### config.mk
export PLATFORM = sky130hd
export DESIGN_NAME = change_sequencer_flat
export DESIGN_NICKNAME = d
export VERILOG_FILES = /design/src/rtl/vm_pkg.sv /design/src/rtl/change_sequencer_if.sv /design/src/rtl/coin_pick.sv /design/src/rtl/change_sequencer.sv /design/src/flat_wrapper.sv
export SDC_FILE = /design/constraint.sdc
export NUM_CORES = 1
export LEC_CHECK = 0
export BUFFER_PORTS_ARGS = -buffer_cell sky130_fd_sc_hd__buf_2
export CAP_MARGIN = 20
export CORE_MARGIN = 2
export CORE_UTILIZATION = 45
export DETAILED_ROUTE_END_ITERATION = 12
export GPL_ROUTABILITY_DRIVEN = 0
export PLACE_DENSITY = 0.66
export SLEW_MARGIN = 20
export SYNTH_ARGS = -nofsm -noshare
export SYNTH_HDL_FRONTEND = slang
export SYNTH_SLANG_ARGS = --single-unit
### constraint.sdc
create_clock -name clk -period 3.7 [get_ports clk]
set_input_delay 0.74 -clock clk [delete_from_list [all_inputs] [get_ports clk]]
set_output_delay 0.74 -clock clk [all_outputs]
set_load 0.005 [all_outputs]
### src/rtl/vm_pkg.sv
// Shared types and constants for the change-return sequencer.
// Latency: n/a (types, constants and a pure helper function only).
// Backpressure: n/a.
// Contents: coin_t (eject encoding, 2'b00 = no coin), seq_state_t (sequencer FSM states),
//           coin face values in cents, and coin_val() mapping a coin to its value.
package vm_pkg;

  typedef enum logic [1:0] {
    COIN_NONE = 2'b00,
    NICKEL    = 2'b01,
    DIME      = 2'b10,
    QUARTER   = 2'b11
  } coin_t;

  typedef enum logic [2:0] {
    IDLE,
    EJECT,
    GAP,
    DONE,
    ERR
  } seq_state_t;

  localparam logic [7:0] NICKEL_VAL  = 8'd5;
  localparam logic [7:0] DIME_VAL    = 8'd10;
  localparam logic [7:0] QUARTER_VAL = 8'd25;

  function automatic logic [7:0] coin_val(input coin_t c);
    case (c)
      NICKEL:  return NICKEL_VAL;
      DIME:    return DIME_VAL;
      QUARTER: return QUARTER_VAL;
      default: return 8'd0;
    endcase
  endfunction

endpackage

### src/rtl/change_sequencer_if.sv
// Request/ejector/status bundle of the change sequencer.
// Latency: n/a (wires only).
// Backpressure: coin_done is the ejector acknowledge; start is dropped while busy.
// Modports: master = requester/ejector side, slave = change_sequencer.
// With CHANGE_INV_EN defined the bundle also carries the coin inventory load/count signals.
interface change_sequencer_if;
  import vm_pkg::*;

  logic       start;
  logic [7:0] amount;
  logic       coin_done;
  coin_t      eject;
  logic       eject_valid;
  logic [7:0] remaining;
  logic       busy;
  logic       done;
  logic       error;
`ifdef CHANGE_INV_EN
  logic       inv_load;
  logic [3:0] inv_q;
  logic [3:0] inv_d;
  logic [3:0] inv_n;
  logic [3:0] cnt_q;
  logic [3:0] cnt_d;
  logic [3:0] cnt_n;
`endif

  modport master (
    output start, amount, coin_done,
`ifdef CHANGE_INV_EN
    output inv_load, inv_q, inv_d, inv_n,
    input  cnt_q, cnt_d, cnt_n,
`endif
    input  eject, eject_valid, remaining, busy, done, error
  );

  modport slave (
    input  start, amount, coin_done,
`ifdef CHANGE_INV_EN
    input  inv_load, inv_q, inv_d, inv_n,
    output cnt_q, cnt_d, cnt_n,
`endif
    output eject, eject_valid, remaining, busy, done, error
  );

endinterface

### src/rtl/coin_pick.sv
// Greedy coin selector: largest coin not exceeding the owed value (and in stock).
// Latency: combinational.
// Backpressure: none.
// Ports: remaining (cents owed) -> coin (chosen coin), valid (a coin is available).
// With CHANGE_INV_EN defined, cnt_q/cnt_d/cnt_n gate out coin types whose count is 0.
module coin_pick
  import vm_pkg::*;
(
  input  logic [7:0] remaining,
`ifdef CHANGE_INV_EN
  input  logic [3:0] cnt_q,
  input  logic [3:0] cnt_d,
  input  logic [3:0] cnt_n,
`endif
  output coin_t      coin,
  output logic       valid
);

  logic q_ok, d_ok, n_ok;

  always_comb begin
`ifdef CHANGE_INV_EN
    q_ok = (remaining >= QUARTER_VAL) && (cnt_q != 4'd0);
    d_ok = (remaining >= DIME_VAL)    && (cnt_d != 4'd0);
    n_ok = (remaining >= NICKEL_VAL)  && (cnt_n != 4'd0);
`else
    q_ok = (remaining >= QUARTER_VAL);
    d_ok = (remaining >= DIME_VAL);
    n_ok = (remaining >= NICKEL_VAL);
`endif
    coin  = COIN_NONE;
    valid = 1'b0;
    if (q_ok) begin
      coin  = QUARTER;
      valid = 1'b1;
    end else if (d_ok) begin
      coin  = DIME;
      valid = 1'b1;
    end else if (n_ok) begin
      coin  = NICKEL;
      valid = 1'b1;
    end
  end

endmodule

### src/rtl/change_sequencer.sv
// Change-return sequencer: pays an amount out as a greedy sequence of coin ejects.
// Latency: start accepted on the next edge; one EJECT per coin, GAP_CYCLES idle between coins.
// Backpressure: each eject is held until coin_done or TIMEOUT_CYCLES expire; start ignored while busy.
// Ports: clk, nrst (async active-low), io (change_sequencer_if.slave: start/amount/coin_done in,
//        eject/eject_valid/remaining/busy/done/error out).
// Optional CHANGE_INV_EN: per-coin inventory (inv_load/inv_q/inv_d/inv_n in, cnt_q/cnt_d/cnt_n out).
module change_sequencer
  import vm_pkg::*;
#(
  parameter int GAP_CYCLES     = 2,
  parameter int TIMEOUT_CYCLES = 255
) (
  input logic              clk,
  input logic              nrst,
  change_sequencer_if.slave io
);

  seq_state_t state_q, state_d;
  logic [7:0] rem_q, rem_d;
  coin_t      eject_q, eject_d;
  logic [7:0] wait_q, wait_d;
  logic [3:0] gap_q, gap_d;

  logic [7:0] rem_after;
  logic [7:0] pick_rem;
  coin_t      pick_coin;
  logic       pick_ok;

  // Value left once the coin currently presented has been acknowledged.
  assign rem_after = rem_q - coin_val(eject_q);

  // The selector looks at whatever value the next EJECT will start from:
  // the new amount in IDLE, the post-acknowledge value in EJECT (zero-gap
  // back-to-back ejects), and the held value at the end of GAP.
  always_comb begin
    pick_rem = rem_q;
    if (state_q == IDLE)       pick_rem = io.amount;
    else if (state_q == EJECT) pick_rem = rem_after;
  end

`ifdef CHANGE_INV_EN
  logic [3:0] cq_q, cd_q, cn_q, cq_d, cd_d, cn_d;
  logic [3:0] cq_after, cd_after, cn_after;
  logic [3:0] pq, pd, pn;

  always_comb begin
    cq_after = cq_q;
    cd_after = cd_q;
    cn_after = cn_q;
    case (eject_q)
      QUARTER: cq_after = cq_q - 4'd1;
      DIME:    cd_after = cd_q - 4'd1;
      NICKEL:  cn_after = cn_q - 4'd1;
      default: ;
    endcase
  end

  assign pq = (state_q == EJECT) ? cq_after : cq_q;
  assign pd = (state_q == EJECT) ? cd_after : cd_q;
  assign pn = (state_q == EJECT) ? cn_after : cn_q;

  assign io.cnt_q = cq_q;
  assign io.cnt_d = cd_q;
  assign io.cnt_n = cn_q;
`endif

  coin_pick u_pick (
    .remaining (pick_rem),
`ifdef CHANGE_INV_EN
    .cnt_q     (pq),
    .cnt_d     (pd),
    .cnt_n     (pn),
`endif
    .coin      (pick_coin),
    .valid     (pick_ok)
  );

  always_comb begin
    state_d = state_q;
    rem_d   = rem_q;
    eject_d = COIN_NONE;   // eject reads 2'b00 whenever we are not in EJECT
    wait_d  = 8'd0;
    gap_d   = 4'd0;
`ifdef CHANGE_INV_EN
    cq_d = cq_q;
    cd_d = cd_q;
    cn_d = cn_q;
`endif
    case (state_q)
      IDLE: begin
        if (io.start) begin
          rem_d = io.amount;
          if ((io.amount % 8'd5) != 8'd0) begin
            state_d = ERR;
          end else if (io.amount == 8'd0) begin
            state_d = DONE;
          end else if (pick_ok) begin
            state_d = EJECT;
            eject_d = pick_coin;
          end else begin
            state_d = ERR;
          end
        end
`ifdef CHANGE_INV_EN
        else if (io.inv_load) begin
          cq_d = io.inv_q;
          cd_d = io.inv_d;
          cn_d = io.inv_n;
        end
`endif
      end
      EJECT: begin
        if (io.coin_done) begin
          rem_d = rem_after;
`ifdef CHANGE_INV_EN
          cq_d = cq_after;
          cd_d = cd_after;
          cn_d = cn_after;
`endif
          if (rem_after == 8'd0) begin
            state_d = DONE;
          end else if (GAP_CYCLES == 0) begin
            if (pick_ok) begin
              eject_d = pick_coin;
            end else begin
              state_d = ERR;
            end
          end else begin
            state_d = GAP;
          end
        end else if (wait_q == 8'(TIMEOUT_CYCLES - 1)) begin
          state_d = ERR;
        end else begin
          wait_d  = wait_q + 8'd1;
          eject_d = eject_q;
        end
      end
      GAP: begin
        if (gap_q == 4'(GAP_CYCLES - 1)) begin
          if (pick_ok) begin
            state_d = EJECT;
            eject_d = pick_coin;
          end else begin
            state_d = ERR;
          end
        end else begin
          gap_d = gap_q + 4'd1;
        end
      end
      DONE:    state_d = IDLE;
      ERR:     state_d = IDLE;
      default: state_d = IDLE;
    endcase
  end

  always_ff @(posedge clk or negedge nrst) begin
    if (!nrst) begin
      state_q <= IDLE;
      rem_q   <= 8'd0;
      eject_q <= COIN_NONE;
      wait_q  <= 8'd0;
      gap_q   <= 4'd0;
`ifdef CHANGE_INV_EN
      cq_q    <= 4'd0;
      cd_q    <= 4'd0;
      cn_q    <= 4'd0;
`endif
    end else begin
      state_q <= state_d;
      rem_q   <= rem_d;
      eject_q <= eject_d;
      wait_q  <= wait_d;
      gap_q   <= gap_d;
`ifdef CHANGE_INV_EN
      cq_q    <= cq_d;
      cd_q    <= cd_d;
      cn_q    <= cn_d;
`endif
    end
  end

  assign io.eject       = eject_q;
  assign io.eject_valid = (state_q == EJECT);
  assign io.remaining   = rem_q;
  assign io.busy        = (state_q != IDLE);
  assign io.done        = (state_q == DONE);
  assign io.error       = (state_q == ERR);

endmodule

### src/flat_wrapper.sv
// flat-port wrapper written by rule: the top's interface ports become plain ports
module change_sequencer_flat import vm_pkg::*;
#(
  parameter int GAP_CYCLES     = 2,
  parameter int TIMEOUT_CYCLES = 255
)
  (clk, nrst, io_start, io_amount, io_coin_done, io_eject, io_eject_valid, io_remaining, io_busy, io_done, io_error);
  change_sequencer_if io_i ();
  input logic clk;
  input logic nrst;
  input wire logic [$bits(io_i.start)-1:0] io_start;
  input wire logic [$bits(io_i.amount)-1:0] io_amount;
  input wire logic [$bits(io_i.coin_done)-1:0] io_coin_done;
  output wire logic [$bits(io_i.eject)-1:0] io_eject;
  output wire logic [$bits(io_i.eject_valid)-1:0] io_eject_valid;
  output wire logic [$bits(io_i.remaining)-1:0] io_remaining;
  output wire logic [$bits(io_i.busy)-1:0] io_busy;
  output wire logic [$bits(io_i.done)-1:0] io_done;
  output wire logic [$bits(io_i.error)-1:0] io_error;
  assign io_i.start = io_start;
  assign io_i.amount = io_amount;
  assign io_i.coin_done = io_coin_done;
  assign io_eject = io_i.eject;
  assign io_eject_valid = io_i.eject_valid;
  assign io_remaining = io_i.remaining;
  assign io_busy = io_i.busy;
  assign io_done = io_i.done;
  assign io_error = io_i.error;
  change_sequencer #(.GAP_CYCLES(GAP_CYCLES), .TIMEOUT_CYCLES(TIMEOUT_CYCLES)) u_core (.clk(clk), .nrst(nrst), .io(io_i));
endmodule
== Word level (Yosys, flattened, before mapping) ==
Cells that the tools add are included.
W data, S select, Z words.

* Output and inout port bits: 14
* Bits in registers: 25
* Bits of input ports: 12

* Eq/ne operators: 13
* Muxes and demuxes: 34
* Reduce and logical (&&, ||, !) cells: 8
* $lt $le $gt $ge: 3
* Divide/modulo/power cells: 1
* $add $sub $neg: 3

{| class="wikitable"
|+ Operators by type and width
! operator !! number
|-
| $mux W8 || 7
|-
| $mux W3 || 7
|-
| $mux W2 || 9
|-
| $logic_not A8 Y1 || 2
|-
| $pmux W8 S2 || 1
|-
| $pmux W5 S3 || 1
|-
| $pmux W3 S3 || 1
|-
| $add A8 B1 Y8 const B || 1
|-
| $eq A8 B8 Y1 const B || 1
|-
| $ge A8 B3 Y1 const B || 1
|-
| $ge A8 B4 Y1 const B || 1
|-
| $ge A8 B5 Y1 const B || 1
|-
| $mod A8 B3 Y8 const B || 1
|-
| $mux W4 || 2
|-
| $reduce_bool A8 Y1 || 1
|-
| $sub A8 B5 Y8 || 1
|-
| $eq A3 B2 Y1 const B || 2
|-
| $pmux W2 S3 || 1
|-
| $reduce_and A3 Y1 || 2
|-
| $mux W1 || 5
|-
| $add A4 B1 Y4 const B || 1
|-
| $eq A2 B2 Y1 const B || 2
|-
| $eq A4 B1 Y1 const B || 1
|-
| $ne A2 B2 Y1 const B || 2
|-
| 8 further kinds || 8
|}

== Logic depth before layout (Yosys ltp) ==
Gate-level depths: netlist of run 1.

* Depth in word-level cells: 14
* Depth in mapped cells: 13
* Gate-level depth less buffers: 11

== By module ==
A second synthesis of run 1 with hierarchy kept.

* Cells, all modules: 291
* Area total of the unflattened synthesis: 2268.4 um2

{| class="wikitable"
|+ Modules (own cells, without submodules)
! module !! seq. area each (um2) !! cells each !! area each (um2) !! times used
|-
| change_sequencer || 625.6 || 279 || 2189.6 || 1
|-
| coin_pick || 0.0 || 12 || 78.8 || 1
|}

== Least setup slack after synthesis of run 1 ==
OpenSTA, ideal clock, no wires.

* Kind: input to register
* Start point: input port io_amount[4]
* End point: register u_core.eject_q[0], in the netlist u_core.io.eject[0]
* Library setup time: 80 ps
* Data required time: 3620 ps
* Slack: 442 ps
* Arrival: 3178 ps
* Stages on the path: 13
* Cell sequence: buf_2 buf_2 nor4bb_1 a31oi_1 o22ai_1 nor2_1 ha_1 a21o_1 o2111ai_1 nor4bb_1 mux2i_1 mux2_4 o211ai_2

* Cells in the longest elaborated chain, start to end: 10

{| class="wikitable"
|+ RTL lines
! element !! line !! RTL
|-
| start: declaration || flat_wrapper.sv:12 || <nowiki>input wire logic [$bits(io_i.amount)-1:0] io_amount;</nowiki>
|-
| branches (longest 9 deep; another with $mod A8 B3 Y8) || -- ||
|-
| $pmux W2 S3 (*) || change_sequencer.sv:89 || <nowiki>case (state_q)</nowiki>
|-
| end signal: assignment || change_sequencer.sv:171 || <nowiki>eject_q <= eject_d;</nowiki>
|-
| end: declaration || change_sequencer.sv:20 || <nowiki>coin_t eject_q, eject_d;</nowiki>
|}

Every way passes the cells marked *.
A chain may end at the register's enable or synchronous reset.

== Worst setup path after layout of run 1 ==
* Start point: input port io_amount[6]
* End point: register u_core.eject_q[1], in the netlist u_core.io.eject[1]

* Cells in the longest elaborated chain, start to end: 10

{| class="wikitable"
|+ RTL lines
! element !! line
|-
| branches (longest 9 deep; another with $mod A8 B3 Y8) || --
|-
| $pmux W2 S3 (*) || change_sequencer.sv:89
|}

Marked as above.

==> results by group, run 1 <==
Drt
  • Final WL: 6410 um
  • Avg WL per Cell: 15.9 um
  • Drt pass-1 iters: 5
  • Antenna viol nets, final: 0
  • # DRC: 0
  • Via count: ~2400
  • Drt first-iter violations: 149
  • Via density: 6.04

Floorplan
  • FP Rows: 27
  • Die area: 6280 um^2
  • Core Region: 5470 um^2
  • Die Span Y: 79.2 um
  • Initial Util: 46.5%
  • I/O pin total: 26
  • Die W: between 70 and 80 um

STA
  • Endpoints failing hold: 0
  • Worst-Margin Slew: 0.676 ns
  • Clock skew: 0.00692 ns
  • Max-slew violations: 0
  • Slew Limit Headroom: approximately 55%
  • Setup TNS Final: 0 ns
  • Fin crit share: 87.9%
  • RSZ-0062 raised after global routing: false
  • Minimum clock period: ~3.3 ns
  • Fmax: 0.307 GHz
  • Final setup fails: 0

Synthesis
  • Average size of a mapped cell: 8.01 um^2
  • Synth area leaders: dfrtp_1 25%, ha_1 5.4%, nor2_1 5.2%, nand2_1 3.7%, nand3_1 2.9%
  • Largest family of logic cells by synthesized area: simple AND/OR/NAND/NOR gates
  • Post-Synth Simple-Gate Area: 31.3%
  • Post-synth top area share: about 25%
  • EDFF count, synth: 0
  • Mux cell area share after synthesis: 2.60%
  • Seq/Total Area, Yosys: 24.6%
  • Synth Area in XOR/XNOR: 4.81%
  • Post-Synthesis Cell Area: 2550 um^2
  • Synth top cells by count: 35 x nor2_1, 25 x dfrtp_1, 25 x nand2_1, 15 x nand3_1, 15 x o21ai_0
  • Unique masters post-synth: 66
  • Synth Area in Compound Gates: 23.6%
  • Ys async rst share: 100%
  • Yosys warns: 0
  • Synth Flop Type: dfrtp_1
  • Post-synth top area cell: dfrtp_1
  • Syn_nets: 342
  • Cell with the most instances after synthesis: nor2_1
  • Synth Area in Adders: under 10%
  • Yosys reg bits: 25
  • Syn Inst Count: 318

Min path
  • Hold WC Path Type: in2async

Clock tree
  • Worst skew pair latency: 0.28 ns
  • Clk sink count: 25
  • Bufs on Longest Clock Path: 2
  • Clock transition at the registers of the reported paths: 0.10 ns
  • Post-cts resize count: 0
  • CTS buffer count: 3
  • Post-CTS Setup Repair Bufs: 0
  • CTS tree: yes
  • Htree depth: 1
  • # hold bufs at CTS: 0
  • Root Driver: clkbuf_8

Job
  • Max Cap Viol: 0

Worst setup path
  • CP Launch Type: primary input
  • Setup crit end kind: flip-flop
  • Worst-path fanout max: 23
  • Arr. time, crit path: 3.46 ns
  • Critical path class: in2reg
  • Req. time, crit path: 3.91 ns

Placed design
  • HPWL after DPL: 4710 um
  • IO Port Bufs: 25
  • Post-DP Area: approximately 2700 um^2

Global route
  • Initial antenna violation count: 0
  • Grt ovf: 0
  • First-pass GRT wire length: around 11000 um
  • Vias in the first global route: about 2200
  • Largest net degree at the start of global routing: 26
  • GRT Overall Usage: around a fifth

Pwr
  • Leakage power: 1.15 nW
  • Net Sw Frac: 48.3%
  • Pint: between 0.7 and 0.8 mW
  • Part of the power in registers: approximately 29%
  • Maximum VDD drop: 0.364 mV
  • Power per standard cell area: about 550 nW/um^2
  • Clock share of power: 11.6%
  • Combinational Power Share: 59.4%
  • Net Sw Power: 0.729 mW

Cells and area
  • Post-route cell area: 2730 um^2
  • Layout cell share with drive strength beyond 1: 14.5%
  • Area grow syn2layout: 7.17%
  • Area of the multi-input gates: roughly 1700 um^2
  • Reg area: approximately 630 um^2
  • Antenna cells: 0
  • # nets final: 357
  • FILL cells: 544

Outcome
  • Status: completed
==> critical path, stage by stage <==
cell	delay, ns
buf_2	0.22
nor4b_2	0.35
mux2i_1	0.11
o22ai_1	0.19
nor2_1	0.11
ha_1	0.20
a21o_1	0.17
o2111ai_1	0.17
nor4bb_1	0.30
mux2i_1	0.36
mux2_4	0.37
o211ai_2	0.16
==> cells by family (layout without fill, tap and decap cells) <==
group / count (synthesis) / in the layout
buf+inv: 35 / 49
mux: 6 / 6
xor+xnor: 14 / 14
simple gates: 143 / 143
flops: 25 / 25
compound gates: 83 / 83
fa+ha+maj: 12 / 12
==> state kept, by name, summed over array words and instances (netlist names) <==
signal,count
u_core.io.eject,2
u_core.gap_q,4
u_core.io.remaining,8
u_core.state_q,3
u_core.wait_q,8
==> final cells by class <==
type,count,share of cell area [%]
multi-input cells,258,64.0
flip-flops and latches,25,22.9
repair buffers,30,5.96
well taps,72,3.30
inverters,15,2.06
clock buffers,3,1.51
clock inverters,1,0.275
==> metal layers <==
layer / vias up / global-route usage [%] / wire length, um / share of wire [%]
met2: 73 / 33.7 / 2930 / 46
met1: 1169 / 31.1 / 3020 / 47
li1: 1192 / - / - / -
met5: - / 0 / 0 / 0
met3: 8 / 3.30 / 359 / 5.6
met4: 0 / 4.31 / 97 / 1.5
==> through the flow <==
step,cells,hold WS (ns),setup slack [ns],utilization [%],power (mW)
2_1_floorplan,318,0.444,0.442,-,1.07
3_3_place_gp,400,0.498,0.247,49.0,1.31
3_5_place_dp,400,0.503,0.193,49.0,1.32
4_1_cts,404,0.479,0.461,49.9,1.50
5_1_grt,404,0.487,0.292,49.9,1.65
6_report,404,0.453,0.447,49.9,1.51
==> cell usage in the layout, fill, tap and decap left out, drive strengths merged, types with 4 or more instances in the layout <==
cell	count
o211ai	4
mux2i	4
inv	14
xnor2	7
o22ai	4
buf	30
a21oi	12
or3b	5
nor4	4
nand3b	6
dfrtp	25
nor2b	5
nand2	25
nor2	36
and3	5
nor3	10
o31ai	7
nor4b	4
a211oi	9
xor2	7
a31oi	7
o21a	4
o21ai	16
nor3b	4
nand3	15
ha	11
nand2b	6
==> path summary, 6_finish.rpt <==
path	startpoint	to	slack, ns	depth (start not counted)
max in group asynchronous	nrst	u_core.wait_q[1]	2.86	1
worst min register to register	u_core.gap_q[0]	u_core.gap_q[0]	0.51	1
min in group clk	u_core.gap_q[0]	u_core.gap_q[0]	0.51	1
worst min-delay path	nrst	u_core.state_q[0]	0.45	1
worst max register to register	u_core.io.eject[1]	u_core.io.eject[0]	0.78	11
worst max-delay path	io_amount[6]	u_core.io.eject[1]	0.45	12
==> power groups by stage <==
stage / registers, mW / clock network, mW / logic [mW]
4_1_cts: 0.431 / 0.179 / 0.886
5_1_grt: 0.447 / 0.192 / 1.01
3_3_place_gp: 0.436 / 0 / 0.875
6_report: 0.436 / 0.176 / 0.896
2_1_floorplan: 0.396 / 0 / 0.677
3_5_place_dp: 0.437 / 0 / 0.881
(Power assumes the default switching activity.)
==> run 2: changes to the inputs <==
CELL_PAD_IN_SITES_DETAIL_PLACEMENT = 1   (was unset)
CELL_PAD_IN_SITES_GLOBAL_PLACEMENT = 2   (was unset)
CORE_UTILIZATION = 38   (was 45)
PLACE_DENSITY = 0.87   (was 0.66)
==> results by group, run 2 (synthesis gave the netlist of run 1 again) <==
Outcome
  • Status: completed

Drt
  • Via density: about 5.8
  • Drt first-iter violations: 110
  • # DRC: 0
  • M1 WL: 3690 um
  • Max Used Layer: met4
  • Drt pass-1 iters: 6
  • Final WL: 7310 um
  • Met2 wire len: 3410 um
  • Via count: 2392
  • Avg WL per Cell: around 18 um
  • Met3 wire len: 188 um
  • Antenna viol nets, final: 0

Cells and area
  • Layout cell share with drive strength beyond 1: 14.5%
  • # nets final: 357
  • Non-filler cells, final: 409
  • Area grow syn2layout: 7.42%
  • Post-route cell area: between 2000 and 3000 um^2
  • FILL cells: 805
  • Commonest non-fill, non-tap cell in the layout: nor2_1
  • Most frequent cells in the layout: 35 x nor2_1, 25 x nand2_1, 25 x buf_2, 25 x dfrtp_1
  • Antenna cells: 0
  • Fin util: 42.6%

Worst setup path
  • Setup crit end kind: flip-flop
  • Worst path max stage delay: about 0.4 ns
  • Critical Path Most Common Cell: mux2i_1
  • CP max-delay cell: mux2i_1
  • Req. time, crit path: 3.91 ns
  • Worst-path fanout max: 23
  • Critical path class: in2reg
  • CP Launch Type: primary input
  • Arr. time, crit path: 3.48 ns
  • Worst path bufs/invs: 1
  • CP Cell Sequence: buf_2 -> nor4b_2 -> mux2i_1 -> o22ai_1 -> nor2_1 -> ha_1 -> a21o_1 -> o2111ai_1 -> nor4bb_1 -> mux2i_1 -> mux2_4 -> o211ai_2
  • CP delay by family, top: multiplexers

Clock tree
  • Worst skew pair latency: 0.28 ns
  • CTS buffer count: 3
  • Clk sink count: 25
  • Htree depth: 1
  • Clock transition at the registers of the reported paths: around 0.1 ns
  • Post-CTS Setup Repair Bufs: 0
  • Root Driver: clkbuf_8
  • Bufs on Longest Clock Path: 2
  • Post-cts resize count: 0
  • CTS tree: yes
  • # hold bufs at CTS: 0

Floorplan
  • Die Span Y: 85.9 um
  • I/O pin total: 26
  • FP Rows: 29
  • Core Region: 6420 um^2
  • Initial Util: 39.7%
  • Die area: about 7400 um^2
  • Die W: 85.9 um

STA
  • Endpoints failing hold: 0
  • Slew Limit Headroom: a little over half
  • Hold_ws: 0.462 ns
  • Clock skew: approximately 0.0031 ns
  • Max-slew violations: 0
  • RSZ-0062 raised after global routing: false
  • Worst setup margin: 0.427 ns
  • Final setup fails: 0
  • Fmax: ~0.31 GHz
  • Worst-Margin Slew: 0.675 ns
  • Minimum clock period: 3.27 ns
  • Fin crit share: roughly nine tenths
  • Setup TNS Final: 0 ns

Placed design
  • Placed cell count: roughly 400
  • Post-DP Area: 2690 um^2
  • Post-place setup slack: 0.119 ns
  • HPWL after DPL: 5540 um
  • IO Port Bufs: 25

Global route
  • Vias in the first global route: 2390
  • Largest net degree at the start of global routing: 26
  • GRT Overall Usage: between 20 and 25%
  • Grt ovf: 0
  • Initial antenna violation count: 0
  • First-pass GRT wire length: 12300 um

Job
  • Max Cap Viol: 0

Min path
  • Hold WC Path Type: in2async

Pwr
  • Maximum VDD drop: 0.334 mV
  • Leakage power: roughly 1.1 nW
  • Total power: 1.54 mW
  • Power per standard cell area: 562 nW/um^2
[run 2: path summary, 6_finish.rpt]
kind / from / end / slack [ns] / cells past startpoint
worst max-delay path: io_amount[6] / u_core.io.eject[0] / 0.43 / 12
worst min-delay path: nrst / u_core.gap_q[0] / 0.46 / 1
worst max register to register: u_core.io.eject[1] / u_core.io.eject[0] / 0.71 / 11
worst min register to register: u_core.gap_q[0] / u_core.gap_q[0] / 0.51 / 1
max in group asynchronous: nrst / u_core.io.remaining[2] / 2.83 / 1
min in group clk: u_core.gap_q[0] / u_core.gap_q[0] / 0.51 / 1
[run 2: layout make-up]
class	count	area [um^2]	area share (%)
inverter	15	56.3	2.06
timing repair buffer	30	163	5.94
clock inverter	1	7.51	0.274
clock buffer	3	41.3	1.51
sequential	25	626	22.9
tap	77	96.3	3.52
multi-input combinational	258	1750	63.8
[run 2: report_power, final]
| part | switching (mW) | leakage (nW) | internal, mW |
|---|---|---|---|
| Combinational | 0.550 | 0.797 | 0.373 |
| Clock | 0.0996 | 0.0217 | 0.0765 |
| Sequential | 0.108 | 0.331 | 0.331 |
| Total | 0.758 | 1.15 | 0.781 |
[run 2: metal layers]
metal  global-route usage, %  up-vias
li1                        -     1192
met1                    29.8     1171
met2                    34.5       27
met3                    2.31        2
met4                    1.73        0
met5                       0        -
==> run 3: changes to the inputs <==
CORE_UTILIZATION = 36   (was 38)
PLACE_DENSITY = 0.83   (was 0.87)
clock period = 3.4 ns   (was 3.7 ns; I/O delays follow)
==> results by group, run 3 (synthesis gave the netlist of run 1 again) <==
Pwr
  • Maximum VDD drop: about 0.19 mV
  • Power per standard cell area: 605 nW/um^2
  • Leakage power: 1.20 nW

Worst setup path
  • Worst path max stage delay: about 0.36 ns
  • Arr. time, crit path: 3.35 ns
  • CP delay by family, top: multiplexers
  • Critical Path Most Common Cell: mux2i_1
  • RR Startpoint: u_core.io.eject[1]
  • Critical path class: in2reg
  • Worst path bufs/invs: 1
  • Req. time, crit path: 3.61 ns
  • FF-to-FF path depth: 11
  • CP Cell Sequence: buf_2 -> nor4b_2 -> mux2i_1 -> o22ai_1 -> nor2_1 -> ha_1 -> a21o_1 -> o2111ai_1 -> nor4bb_1 -> mux2i_1 -> mux2_4 -> o211ai_2
  • Setup crit end kind: flip-flop
  • CP Launch Type: primary input
  • Worst-path fanout max: 12
  • Worst R2R Setup Slack: 0.46 ns
  • CP max-delay cell: mux2_4
  • Worst R2R End: u_core.state_q[2]

Clock tree
  • Clock transition at the registers of the reported paths: around 0.09 ns
  • Worst skew pair latency: 0.29 ns
  • Htree depth: 1
  • CTS tree: yes
  • # hold bufs at CTS: 0
  • Bufs on Longest Clock Path: 2
  • Post-cts resize count: 0
  • Clk sink count: 25
  • Post-CTS Setup Repair Bufs: 0
  • Root Driver: clkbuf_8
  • CTS buffer count: 3

STA
  • Final setup fails: 0
  • Slew Limit Headroom: 54.2%
  • Fmax: 0.318 GHz
  • Minimum clock period: around 3.1 ns
  • Clock skew: 0.00655 ns
  • Max-slew violations: 0
  • Endpoints failing hold: 0
  • Worst-Margin Slew: 0.688 ns
  • Hold_ws: 0.395 ns
  • RSZ-0062 raised after global routing: false
  • Fin crit share: 92.5%

Floorplan
  • Die Span Y: 88.1 um
  • FP Rows: 30
  • Initial Util: 37.3%
  • Core Region: 6830 um^2
  • Die W: just under 90 um
  • Die area: 7770 um^2
  • I/O pin total: 26

Drt
  • Final WL: roughly 7200 um
  • Via count: 2468
  • Drt pass-1 iters: 4
  • # DRC: 0
  • Drt first-iter violations: 96
  • Antenna viol nets, final: 0
  • Avg WL per Cell: about 16 um
  • Via density: 5.63

Global route
  • Grt ovf: 0
  • GRT Overall Usage: 19.3%
  • Vias in the first global route: 2367
  • Initial antenna violation count: 0
  • First-pass GRT wire length: 11800 um
  • Largest net degree at the start of global routing: 26

Placed design
  • HPWL after DPL: 5690 um
  • Post-DP Area: 2790 um^2
  • IO Port Bufs: 25
  • Placed cell count: 434

Cells and area
  • # nets final: 367
  • Area grow syn2layout: 11.3%
  • Antenna cells: 0
  • Post-route cell area: 2840 um^2
  • Most frequent cells in the layout: 35 x nor2_1, 25 x nand2_1, 25 x buf_2, 25 x dfrtp_1
  • Layout cell share with drive strength beyond 1: 17.0%
  • Commonest non-fill, non-tap cell in the layout: nor2_1
  • Non-filler cells, final: 438

Outcome
  • Status: completed

Job
  • Max Cap Viol: 0

Min path
  • Hold WC Path Type: in2async
==> run 3: cell count changes in the layout (fill, tap and decap cells not counted), sizes merged <==
cell	previous run	this run
buf	30	40
==> run 3: area by class of cell <==
type / count / area, um^2
Inverter: 15 / 56.3
Multi-Input combinational cell: 258 / 1750
Clock inverter: 1 / 7.51
Timing Repair Buffer: 40 / 238
Sequential cell: 25 / 626
Clock buffer: 3 / 41.3
Fill cell: 870 / 4000
Tap cell: 96 / 120
==> run 3: how the worst max path moves through the flow <==
stage | end | startpoint | depth (start not counted)
detailed placement | u_core.io.eject[1] | io_amount[6] | 12
finish | u_core.io.eject[1] | io_amount[6] | 12
floorplan | u_core.io.eject[0] | io_amount[4] | 13
CTS | u_core.io.eject[1] | io_amount[6] | 12
global route | u_core.io.eject[1] | io_amount[6] | 12
global placement | u_core.io.eject[1] | io_amount[6] | 12
==> run 3: metrics by stage <==
stage                     util (%)  TNS [ns]  total power [mW]  setup slack, ns
after floorplan                  -         0              1.17            0.202
after global placement        40.8         0              1.49           0.0640
after detailed placement      40.8    -0.131              1.51          -0.0540
after CTS                     41.5         0              1.72            0.256
after global routing          41.5         0              1.87           0.0173
final                         41.5         0              1.71            0.257
==> run 3: per-layer routing <==
metal | routed length [um] | vias to the layer above | global-route usage [%]
met5 | 0 | - | 0
met1 | 3640 | 1205 | 28.2
li1 | - | 1218 | -
met4 | 67 | 0 | 4.41
met2 | 3260 | 40 | 31.0
met3 | 240 | 5 | 1.70
==> run 3: report_power, final <==
group | total [mW] | internal [mW] | switching [mW]
combinational | 1.04 | 0.426 | 0.619
sequential | 0.477 | 0.361 | 0.116
clock | 0.194 | 0.0836 | 0.111
total | 1.71 | 0.870 | 0.845
